==> src/rtl/ysyx_24110015_axi_pkg.sv <==
// Shared definitions for the AXI4 burst read responder: burst and response
// encodings, responder FSM states and the request legality check.
package ysyx_24110015_axi_pkg;

  localparam int ID_W_DEF = 4;

  localparam logic [1:0] BURST_FIXED = 2'd0;
  localparam logic [1:0] BURST_INCR  = 2'd1;
  localparam logic [1:0] BURST_WRAP  = 2'd2;

  localparam logic [1:0] RESP_OKAY   = 2'b00;
  localparam logic [1:0] RESP_SLVERR = 2'b10;

  typedef enum logic [1:0] {
    ST_IDLE  = 2'd0,
    ST_FETCH = 2'd1,
    ST_RESP  = 2'd2
  } state_t;

  // A request is refused (answered with SLVERR beats) when it asks for more
  // than a word per beat, uses the reserved burst type, wraps over a span
  // that is not 2/4/8/16 beats, or starts off its beat-size alignment.
  function automatic logic burst_err(input logic [1:0] addr_lo,
                                     input logic [7:0] len,
                                     input logic [2:0] size,
                                     input logic [1:0] burst);
    logic err_v;
    logic misalign_v;
    logic wrap_len_bad_v;
    case (size)
      3'd0:    misalign_v = 1'b0;
      3'd1:    misalign_v = addr_lo[0];
      3'd2:    misalign_v = (addr_lo != 2'b00);
      default: misalign_v = 1'b0;
    endcase
    case (len)
      8'd1, 8'd3, 8'd7, 8'd15: wrap_len_bad_v = 1'b0;
      default:                 wrap_len_bad_v = 1'b1;
    endcase
    if (size > 3'd2) begin
      err_v = 1'b1;
    end else if (burst == 2'd3) begin
      err_v = 1'b1;
    end else if ((burst == BURST_WRAP) && wrap_len_bad_v) begin
      err_v = 1'b1;
    end else begin
      err_v = misalign_v;
    end
    return err_v;
  endfunction

endpackage

==> src/rtl/ysyx_24110015_axi_burst_addr.sv <==
// Combinational next-beat address generator for AXI4 FIXED/INCR/WRAP bursts.
// Kept free of any read/write specifics so a write responder can reuse it.
module ysyx_24110015_axi_burst_addr
  import ysyx_24110015_axi_pkg::*;
#(
  parameter int ADDR_W = 32
) (
  input  logic [ADDR_W-1:0] addr,
  input  logic [2:0]        size,
  input  logic [7:0]        len,
  input  logic [1:0]        burst,
  output logic [ADDR_W-1:0] next_addr
);

  logic [ADDR_W-1:0] one_s;
  logic [ADDR_W-1:0] inc_s;
  logic [ADDR_W-1:0] sum_s;
  logic [ADDR_W-1:0] span_s;
  logic [ADDR_W-1:0] mask_s;

  // Step the address by one beat; WRAP keeps the upper bits of the wrap window
  // and lets only the in-window offset roll over.
  always_comb begin
    one_s  = {{(ADDR_W-1){1'b0}}, 1'b1};
    inc_s  = one_s << size;
    sum_s  = addr + inc_s;
    span_s = ({{(ADDR_W-8){1'b0}}, len} + one_s) << size;
    mask_s = span_s - one_s;
    case (burst)
      BURST_FIXED: next_addr = addr;
      BURST_INCR:  next_addr = sum_s;
      BURST_WRAP:  next_addr = (addr & ~mask_s) | (sum_s & mask_s);
      default:     next_addr = addr;
    endcase
  end

endmodule

==> src/rtl/ysyx_24110015_axi4_burst_rd_slave.sv <==
// AXI4 read-only burst responder. Accepts one AR request at a time, walks the
// burst beat by beat, fetches each word from a variable-latency memory port
// and returns it on R. Illegal requests are answered with SLVERR beats
// without touching memory.
module ysyx_24110015_axi4_burst_rd_slave
  import ysyx_24110015_axi_pkg::*;
#(
  parameter int ADDR_W = 32,
  parameter int ID_W   = ID_W_DEF
) (
  input  logic              clock,
  input  logic              reset_n,
  input  logic              axi_arvalid,
  output logic              axi_arready,
  input  logic [ADDR_W-1:0] axi_araddr,
  input  logic [ID_W-1:0]   axi_arid,
  input  logic [7:0]        axi_arlen,
  input  logic [2:0]        axi_arsize,
  input  logic [1:0]        axi_arburst,
  output logic              axi_rvalid,
  input  logic              axi_rready,
  output logic [31:0]       axi_rdata,
  output logic [1:0]        axi_rresp,
  output logic              axi_rlast,
  output logic [ID_W-1:0]   axi_rid,
  output logic              mem_req,
  output logic [ADDR_W-1:0] mem_addr,
  input  logic              mem_rvalid,
  input  logic [31:0]       mem_rdata
);

  state_t            state_r,    state_s;
  logic              arready_r,  arready_s;
  logic              rvalid_r,   rvalid_s;
  logic              rlast_r,    rlast_s;
  logic [31:0]       rdata_r,    rdata_s;
  logic [1:0]        rresp_r,    rresp_s;
  logic [ID_W-1:0]   rid_r,      rid_s;
  logic              mem_req_r,  mem_req_s;
  logic [ADDR_W-1:0] mem_addr_r, mem_addr_s;

  // Latched burst context
  logic [ID_W-1:0]   id_r,    id_s;
  logic [ADDR_W-1:0] addr_r,  addr_s;
  logic [7:0]        len_r,   len_s;
  logic [2:0]        size_r,  size_s;
  logic [1:0]        burst_r, burst_s;
  logic              err_r,   err_s;
  logic [7:0]        beat_r,  beat_s;

  logic [ADDR_W-1:0] next_addr_s;
  logic              ar_err_s;
  logic [7:0]        beat_inc_s;

  ysyx_24110015_axi_burst_addr #(
    .ADDR_W (ADDR_W)
  ) u_burst_addr (
    .addr      (addr_r),
    .size      (size_r),
    .len       (len_r),
    .burst     (burst_r),
    .next_addr (next_addr_s)
  );

  // Next-state and next-output logic; every output is computed here one
  // cycle ahead and registered below.
  always_comb begin
    state_s    = state_r;
    arready_s  = arready_r;
    rvalid_s   = rvalid_r;
    rlast_s    = rlast_r;
    rdata_s    = rdata_r;
    rresp_s    = rresp_r;
    rid_s      = rid_r;
    mem_req_s  = mem_req_r;
    mem_addr_s = mem_addr_r;
    id_s       = id_r;
    addr_s     = addr_r;
    len_s      = len_r;
    size_s     = size_r;
    burst_s    = burst_r;
    err_s      = err_r;
    beat_s     = beat_r;
    ar_err_s   = burst_err(axi_araddr[1:0], axi_arlen, axi_arsize, axi_arburst);
    beat_inc_s = beat_r + 8'd1;

    case (state_r)
      ST_IDLE: begin
        arready_s = 1'b1;
        if (axi_arvalid && arready_r) begin
          arready_s = 1'b0;
          id_s      = axi_arid;
          addr_s    = axi_araddr;
          len_s     = axi_arlen;
          size_s    = axi_arsize;
          burst_s   = axi_arburst;
          err_s     = ar_err_s;
          beat_s    = 8'd0;
          if (ar_err_s) begin
            state_s  = ST_RESP;
            rvalid_s = 1'b1;
            rlast_s  = (axi_arlen == 8'd0);
            rdata_s  = 32'd0;
            rresp_s  = RESP_SLVERR;
            rid_s    = axi_arid;
          end else begin
            state_s    = ST_FETCH;
            mem_req_s  = 1'b1;
            mem_addr_s = {axi_araddr[ADDR_W-1:2], 2'b00};
          end
        end else begin
          state_s = ST_IDLE;
        end
      end

      ST_FETCH: begin
        if (mem_rvalid) begin
          mem_req_s = 1'b0;
          rvalid_s  = 1'b1;
          rdata_s   = mem_rdata;
          rresp_s   = RESP_OKAY;
          rlast_s   = (beat_r == len_r);
          rid_s     = id_r;
          state_s   = ST_RESP;
        end else begin
          mem_req_s = 1'b1;
          state_s   = ST_FETCH;
        end
      end

      ST_RESP: begin
        if (rvalid_r) begin
          if (axi_rready) begin
            rvalid_s = 1'b0;
            rlast_s  = 1'b0;
            if (rlast_r) begin
              state_s   = ST_IDLE;
              arready_s = 1'b1;
            end else begin
              beat_s = beat_inc_s;
              addr_s = next_addr_s;
              if (err_r) begin
                // Error bursts stay here; the next SLVERR beat is raised
                // by the !rvalid branch on the following cycle.
                state_s = ST_RESP;
              end else begin
                state_s    = ST_FETCH;
                mem_req_s  = 1'b1;
                mem_addr_s = {next_addr_s[ADDR_W-1:2], 2'b00};
              end
            end
          end else begin
            state_s = ST_RESP;
          end
        end else begin
          rvalid_s = 1'b1;
          rlast_s  = (beat_r == len_r);
          rdata_s  = 32'd0;
          rresp_s  = RESP_SLVERR;
          rid_s    = id_r;
          state_s  = ST_RESP;
        end
      end

      default: begin
        state_s   = ST_IDLE;
        arready_s = 1'b0;
        rvalid_s  = 1'b0;
        rlast_s   = 1'b0;
        mem_req_s = 1'b0;
      end
    endcase
  end

  // State, output and burst-context registers; reset abandons any burst.
  always_ff @(posedge clock or negedge reset_n) begin
    if (!reset_n) begin
      state_r    <= ST_IDLE;
      arready_r  <= 1'b0;
      rvalid_r   <= 1'b0;
      rlast_r    <= 1'b0;
      rdata_r    <= 32'd0;
      rresp_r    <= 2'b00;
      rid_r      <= {ID_W{1'b0}};
      mem_req_r  <= 1'b0;
      mem_addr_r <= {ADDR_W{1'b0}};
      id_r       <= {ID_W{1'b0}};
      addr_r     <= {ADDR_W{1'b0}};
      len_r      <= 8'd0;
      size_r     <= 3'd0;
      burst_r    <= 2'd0;
      err_r      <= 1'b0;
      beat_r     <= 8'd0;
    end else begin
      state_r    <= state_s;
      arready_r  <= arready_s;
      rvalid_r   <= rvalid_s;
      rlast_r    <= rlast_s;
      rdata_r    <= rdata_s;
      rresp_r    <= rresp_s;
      rid_r      <= rid_s;
      mem_req_r  <= mem_req_s;
      mem_addr_r <= mem_addr_s;
      id_r       <= id_s;
      addr_r     <= addr_s;
      len_r      <= len_s;
      size_r     <= size_s;
      burst_r    <= burst_s;
      err_r      <= err_s;
      beat_r     <= beat_s;
    end
  end

  assign axi_arready = arready_r;
  assign axi_rvalid  = rvalid_r;
  assign axi_rlast   = rlast_r;
  assign axi_rdata   = rdata_r;
  assign axi_rresp   = rresp_r;
  assign axi_rid     = rid_r;
  assign mem_req     = mem_req_r;
  assign mem_addr    = mem_addr_r;

endmodule

==> config.mk <==
export PLATFORM = sky130hd
export DESIGN_NAME = ysyx_24110015_axi4_burst_rd_slave
export DESIGN_NICKNAME = d
export VERILOG_FILES = /design/src/rtl/ysyx_24110015_axi_pkg.sv /design/src/rtl/ysyx_24110015_axi_burst_addr.sv /design/src/rtl/ysyx_24110015_axi4_burst_rd_slave.sv
export SDC_FILE = /design/constraint.sdc
export NUM_CORES = 1
export LEC_CHECK = 0
export ABC_CLOCK_PERIOD_IN_PS = 3800
export CORE_UTILIZATION = 50
export CTS_BUF_LIST = sky130_fd_sc_hd__clkbuf_4 sky130_fd_sc_hd__clkbuf_8
export DETAILED_ROUTE_END_ITERATION = 10
export MAX_ROUTING_LAYER = met4
export PLACE_DENSITY = 0.8
export SLEW_MARGIN = 5
export SYNTH_ARGS = -nofsm -noshare
export SYNTH_HDL_FRONTEND = slang
export SYNTH_SLANG_ARGS = --single-unit
==> constraint.sdc <==
create_clock -name clock -period 3.8 [get_ports clock]
set_clock_uncertainty 0.15 [all_clocks]
set_input_delay 0.38 -clock clock [delete_from_list [all_inputs] [get_ports clock]]
set_output_delay 0.38 -clock clock [all_outputs]
set_load 0.01 [all_outputs]
== After elaboration in Yosys (flattened, before gate mapping) ==
Index checks and enable logic that the tools add are counted.

* Register bits after elaboration: 134
* Word-level logic and storage cells: 142

* $add $sub $neg: 4
* Order comparisons: 1
* Equality and inequality tests: 25
* Shifts and indexed selects: 2
* Muxes and demuxes: 71
* Bitwise gates (word level): 5
* Reductions and logical operators: 17

{| class="wikitable"
|+ Operator list
! kind !! count
|-
| two-way mux 32 bit || 14
|-
| case mux 32 bit (2 select lines) || 3
|-
| case mux 32 bit (3 select lines) || 1
|-
| AND 32 bit || 2
|-
| adder 32 bit || 1
|-
| two-way mux 8 bit || 4
|-
| NOT 32 bit || 1
|-
| bitwise OR 32 bit || 1
|-
| left shift 1 x 3 -> 32 bit, first input constant || 1
|-
| left shift 32 x 3 -> 32 bit || 1
|-
| subtractor 32 x 1 -> 32 bit, second input constant || 1
|-
| two-way mux 1 bit || 25
|-
| two-way mux 2 bit || 11
|-
| != test 2 bit, second input constant || 10
|-
| two-way mux 4 bit || 4
|-
| case mux 8 bit (2 select lines) || 1
|-
| case mux 1 bit (3 select lines) || 4
|-
| case mux 2 bit (3 select lines) || 2
|-
| case mux 4 bit (3 select lines) || 1
|-
| AND reduction 6 bit || 2
|-
| AND reduction 5 bit || 2
|-
| adder 8 x 1 -> 9 bit, second input constant || 1
|-
| adder 8 x 1 -> 8 bit, second input constant || 1
|-
| equality test 2 bit, second input constant || 4
|-
| 23 further kinds || 27
|}

== Depth between registers and ports, before layout ==
* Word-level depth: 12
* Depth in mapped cells: 17

== By module ==
Synthesis repeated with hierarchy kept, for this count alone.

* Cell total of the unflattened synthesis: 1068
* Area total of the unflattened synthesis: 9283.9 um^2

{| class="wikitable"
|+ By module, submodules not included
! module !! times used !! cells an instance !! area each (um^2) !! seq. area each (um^2)
|-
| ysyx_24110015_axi4_burst_rd_slave || 1 || 586 || 6152.2 || 3278.1
|-
| ysyx_24110015_axi_burst_addr || 1 || 482 || 3131.8 || 0.0
|}

== Least setup slack after synthesis ==
No wires, ideal clock.

* Path type: reg-to-reg
* Start: register size_r[2]
* End: register addr_r[16]
* Library setup time: 0.131 ns
* Arrival time: 3.603 ns
* Required time: 3.519 ns
* Path slack: -0.083 ns
* Stages on the path, launching flop included: 16
* Path buffers: 3
* Cells stage by stage: dfrtp_1 buf_2 buf_1 clkbuf_1 nor3_1 ha_1 fa_1 a21o_1 a21o_1 a211oi_1 nor3_1 nand4_1 nor3_1 mux2_1 a221oi_2 o31ai_1

* Word-level cells in the longest chain between the ends: 10
* Elaborated cells on any way between the ends: 13
* Classes of those cells: 2 x add/sub; 2 x shift; 5 x mux; 4 x bitwise

{| class="wikitable"
|+ RTL lines
! item !! RTL line !! RTL
|-
| start: declaration || ysyx_24110015_axi4_burst_rd_slave.sv:46 || <nowiki>logic [2:0] size_r, size_s;</nowiki>
|-
| start signal: assignment || ysyx_24110015_axi4_burst_rd_slave.sv:207 || <nowiki>size_r <= size_s;</nowiki>
|-
| left shift 32 x 3 -> 32 bit || ysyx_24110015_axi_burst_addr.sv:27 || <nowiki>span_s = ({{(ADDR_W-8){1'b0}}, len} + one_s) << size;</nowiki>
|-
| subtractor 32 x 1 -> 32 bit || ysyx_24110015_axi_burst_addr.sv:28 || <nowiki>mask_s = span_s - one_s;</nowiki>
|-
| NOT 32 bit || ysyx_24110015_axi_burst_addr.sv:32 || <nowiki>BURST_WRAP: next_addr = (addr & ~mask_s) | (sum_s & mask_s);</nowiki>
|-
| AND 32 bit || ysyx_24110015_axi_burst_addr.sv:32 ||
|-
| bitwise OR 32 bit || ysyx_24110015_axi_burst_addr.sv:32 ||
|-
| case mux 32 bit (2 select lines) * || ysyx_24110015_axi_burst_addr.sv:29 || <nowiki>case (burst)</nowiki>
|-
| two-way mux 32 bit * || ysyx_24110015_axi4_burst_rd_slave.sv:136 || <nowiki>if (rlast_r) begin</nowiki>
|-
| two-way mux 32 bit * || ysyx_24110015_axi4_burst_rd_slave.sv:133 || <nowiki>if (axi_rready) begin</nowiki>
|-
| two-way mux 32 bit * || ysyx_24110015_axi4_burst_rd_slave.sv:132 || <nowiki>if (rvalid_r) begin</nowiki>
|-
| case mux 32 bit (2 select lines) * || ysyx_24110015_axi4_burst_rd_slave.sv:87 || <nowiki>case (state_r)</nowiki>
|-
| end signal: assignment || ysyx_24110015_axi4_burst_rd_slave.sv:188 || <nowiki>addr_r <= {ADDR_W{1'b0}};</nowiki>
|-
| end signal: assignment || ysyx_24110015_axi4_burst_rd_slave.sv:205 || <nowiki>addr_r <= addr_s;</nowiki>
|-
| end: declaration || ysyx_24110015_axi4_burst_rd_slave.sv:44 || <nowiki>logic [ADDR_W-1:0] addr_r, addr_s;</nowiki>
|}

Mark *: on every way between the ends. The rest lies on a longest branch, timed or not. The select of a mux whose other input is x is not followed.
A chain may end at the register's enable or synchronous reset.

== Worst setup path in the final report ==
* Start: register len_r[3]
* End: register addr_r[30]

* Word-level cells in the longest chain between the ends: 11
* Elaborated cells on any way between the ends: 12
* Classes of those cells: 2 x add/sub; 1 x shift; 5 x mux; 4 x bitwise

{| class="wikitable"
|+ RTL lines
! item !! RTL line !! RTL
|-
| start: declaration || ysyx_24110015_axi4_burst_rd_slave.sv:45 || <nowiki>logic [7:0] len_r, len_s;</nowiki>
|-
| start signal: assignment || ysyx_24110015_axi4_burst_rd_slave.sv:206 || <nowiki>len_r <= len_s;</nowiki>
|-
| adder 8 x 1 -> 9 bit * || ysyx_24110015_axi_burst_addr.sv:27 ||
|-
| left shift 32 x 3 -> 32 bit * || ysyx_24110015_axi_burst_addr.sv:27 ||
|-
| subtractor 32 x 1 -> 32 bit * || ysyx_24110015_axi_burst_addr.sv:28 ||
|-
| NOT 32 bit || ysyx_24110015_axi_burst_addr.sv:32 ||
|-
| AND 32 bit || ysyx_24110015_axi_burst_addr.sv:32 ||
|-
| bitwise OR 32 bit * || ysyx_24110015_axi_burst_addr.sv:32 ||
|-
| case mux 32 bit (2 select lines) * || ysyx_24110015_axi_burst_addr.sv:29 ||
|-
| two-way mux 32 bit * || ysyx_24110015_axi4_burst_rd_slave.sv:136 ||
|-
| two-way mux 32 bit * || ysyx_24110015_axi4_burst_rd_slave.sv:133 ||
|-
| two-way mux 32 bit * || ysyx_24110015_axi4_burst_rd_slave.sv:132 ||
|-
| case mux 32 bit (2 select lines) * || ysyx_24110015_axi4_burst_rd_slave.sv:87 ||
|}

Marked as above.

==> impl_metrics.ini <==
[global_routing]
grt_pass1_wl_mm = 43.5
grt_use_total = 0.316
grt.busiest_layer = met2
use_met3 = 0.0771
gr-usage-met2 = 0.490
first_global_vias = 8387
grt_overflow = 0
met1_usage = 0.406
antenna_found_initial = 0
grt_max_degree = 75

[cells_and_area]
post-route-util = 0.646
finalNetCount = 1327
diodes = 0
finalNonFillerCells = 1460
syn2layout_area_growth_pct = 25.5
drive_above_1_share = 0.129

[setup_path]
endpoint_kind = flip-flop
cp.required_ns = 3.98
rrSetupSlack_ns = 0.23
path_common_cell = o211ai_1
cp_num_buf_inv = 1
r2r_start = len_r[3]
worstSetupPathType = reg2reg
critical_path.max_stage_delay_ns = 0.57
cp_cell_sequence = nand4_2, o21ai_1, and2_4, o211ai_1, o32ai_2, and4_4, buf_4, nand3_4, or4_1, o211ai_1, a31oi_1
r2r_end = addr_r[30]
cp_slowest_cell = or4_1
cp.arrival_ns = 3.75
cpLargestDelayFamily = simple AND/OR/NAND/NOR gates
r2r_cells = 11
start_kind = flip-flop
cp_max_fo = 12

[clocking]
cts_buffers = 17
cts_sinks = 131
htreeDepth = 4
clk_latency_ns = 0.47
cts_tree = built
clk_pin_slew_ns = 0.09
cts-root-buf = clkbuf_8
clockBufferDepth = 2

[sta]
whs_ns = 0.300
max_freq_mhz = 280
grt_setup_unrepaired = no
worst_slew_pin_slew_ns = 0.770
layout_min_cycle_time_ns = 3.57
min_period_over_period = 0.940
final-hold-violation-count = 0
maxSlewHeadroom = 0.482
final.setup.tns_ns = 0
slew_viol_final = 0
setup_viol = 0

[detailed_routing]
drc = 0
drtAntennaViolNets = 0
initialDrtViolationCount = 780
vias_per_cell = 6.01
via_count = 8771
drt_pass1_iterations = 6
routed_wl_mm = 27.4
avgRoutedWirePerCell_um = 18.7

[power_and_ir_drop]
total_power_mw = 9.85
powerDensity_mw_per_mm2 = 879
p_leak_nw = 4.68
vdd_ir_drop_max_uv = 530

[yosys]
ys_ff_latch = 131
ys_async_sr_fraction = 1.00
synth_flop_cell = dfrtp_1
synth_top_area_cell = dfrtp_1
synth_area_mm2 = 0.00893
yosysWarnings = 0
avgSynthCellArea_um2 = 8.30
yosysTopAreaCellShare = 0.367
ys_seq_area_frac = 0.367
yosys-top-cells-area = dfrtp_1, nand2_1, o21ai_0
synthCells = 1076
synth.distinct_cells = 91
synth_edf_count = 0

[placed_design]
dpl.hpwl_mm = 20.0
routabilityCongestion = 0.979
dp.cells = 1426
port-buffer-count = 156

[job]
drv_cap = 0

[floorplan]
rows = 48
die_w_um = 136
fp.dieH_um = 136
die-area_mm2 = 0.0184
core_mm2 = 0.0174
io_pins = 160
initial_core_util = 0.514

[status]
outcome = complete, no violations

[hold_path]
hp-class = in2async
placed cells by master, fill, tap and decap left out, types with 17 or more instances in the layout:
cell / instances
mux2_2: 27
nand2_1: 193
clkdlybuf4s50_1: 155
clkbuf_8: 17
o21ai_0: 85
and3_1: 20
nor2_1: 77
buf_4: 50
a21oi_1: 53
inv_1: 24
dfrtp_1: 130
a31oi_1: 26
nand3_1: 24
nor3_1: 31
flip-flops by register name, summed over array words and instances (netlist names):
register / count
axi_rlast: 1
axi_rid: 4
burst_r: 2
id_r: 4
axi_rdata: 32
axi_rvalid: 1
size_r: 3
err_r: 1
state_r: 2
len_r: 8
axi_rresp: 1
mem_req: 1
addr_r: 32
mem_addr: 30
axi_arready: 1
beat_r: 8
per-stage QoR:
stage,cell area (µm²),setup slack (ns)
global placement,10800,0.273
detailed placement,10800,0.148
finish,11200,0.229
floorplan,8940,0.0287
CTS,11200,0.141
global route,11200,0.0279
layout make-up:
cell class                 count  area (µm²)
fill                        1458        6150
multi-input combinational    838        5220
sequential                   131        3280
timing repair buffer         207        1950
tap                          225         282
clock buffer                  17         234
clock inverter                15         140
inverter                      27         101
report_power, final:
| part | switching [mW] | total, mW | internal (mW) |
|---|---|---|---|
| sequential | 0.519 | 2.41 | 1.89 |
| combinational | 3.71 | 6.28 | 2.57 |
| clock | 0.686 | 1.17 | 0.480 |
| total | 4.91 | 9.85 | 4.94 |
metal layers:
metal	vias up	share of wire	routed length, µm
li1	4175	-	-
met1	4145	0.43	11900
met2	404	0.46	12600
met3	47	0.085	2320
met4	0	0.020	550
met5	-	0	0
Yosys cell counts, types with 5 or more instances:
master    instances
o31ai_1          15
mux2i_1          16
nand2b_1         14
and2_1            6
nor3b_1           5
clkbuf_1         56
buf_2             5
nor3_1           31
o21bai_1          5
buf_1            10
nor4_1            6
o221ai_1          5
a22o_1            6
xor2_1           12
o21ai_0          85
a221oi_1          6
nor2_1           79
a211oi_1          9
and3_1           20
a31oi_1          26
dfrtp_1         131
buf_4             8
a22oi_1           7
o211ai_1          5
xnor2_1          15
nand2_1         194
a21o_1           12
ha_1             18
a21oi_1          53
inv_1            24
o21a_1           10
nand4_1           7
o21ai_1          12
or2_2             7
nand3_1          24
a211o_1           6
o32ai_1           5
mux2_2           27
cell families (layout without fill, tap and decap cells):
| group | count (synthesis) | count (layout) | share of synthesized area |
|---|---|---|---|
| fa+ha+maj | 19 | 19 | 0.0275 |
| flops | 131 | 131 | 0.367 |
| xor+xnor | 29 | 29 | 0.0301 |
| mux | 44 | 44 | 0.0533 |
| other cells | 1 | 3 | 0.000420 |
| buf+inv | 109 | 266 | 0.0524 |
| compound gates | 320 | 320 | 0.244 |
| simple gates | 423 | 423 | 0.225 |
repair_timing:
action                     4_1_cts  5_1_grt
resized for setup                0        5
buffers inserted                 0        1
hold endpoints to repair        66        0
setup endpoints to repair        0       14
hold buffers                     1        0
worst max-delay path by stage:
stage / start / depth (start not counted) / slack, ns / endpoint
after floorplan: size_r[2] / 15 / 0.03 / addr_r[16]
after global placement: len_r[0] / 15 / 0.27 / mem_addr[15]
after detailed placement: len_r[0] / 15 / 0.15 / addr_r[15]
after CTS: len_r[0] / 15 / 0.14 / mem_addr[15]
after global routing: size_r[0] / 14 / 0.03 / addr_r[14]
final: len_r[3] / 11 / 0.23 / addr_r[30]
worst reg2reg max path, delay by kind of cell (launching register included):
kind / cells / cell delay [ns]
flops: 1 / 0.49
buf+inv: 1 / 0.15
compound gates: 5 / 1.13
simple gates: 5 / 1.54
No activity file was read; power rests on OpenSTA's default activity.
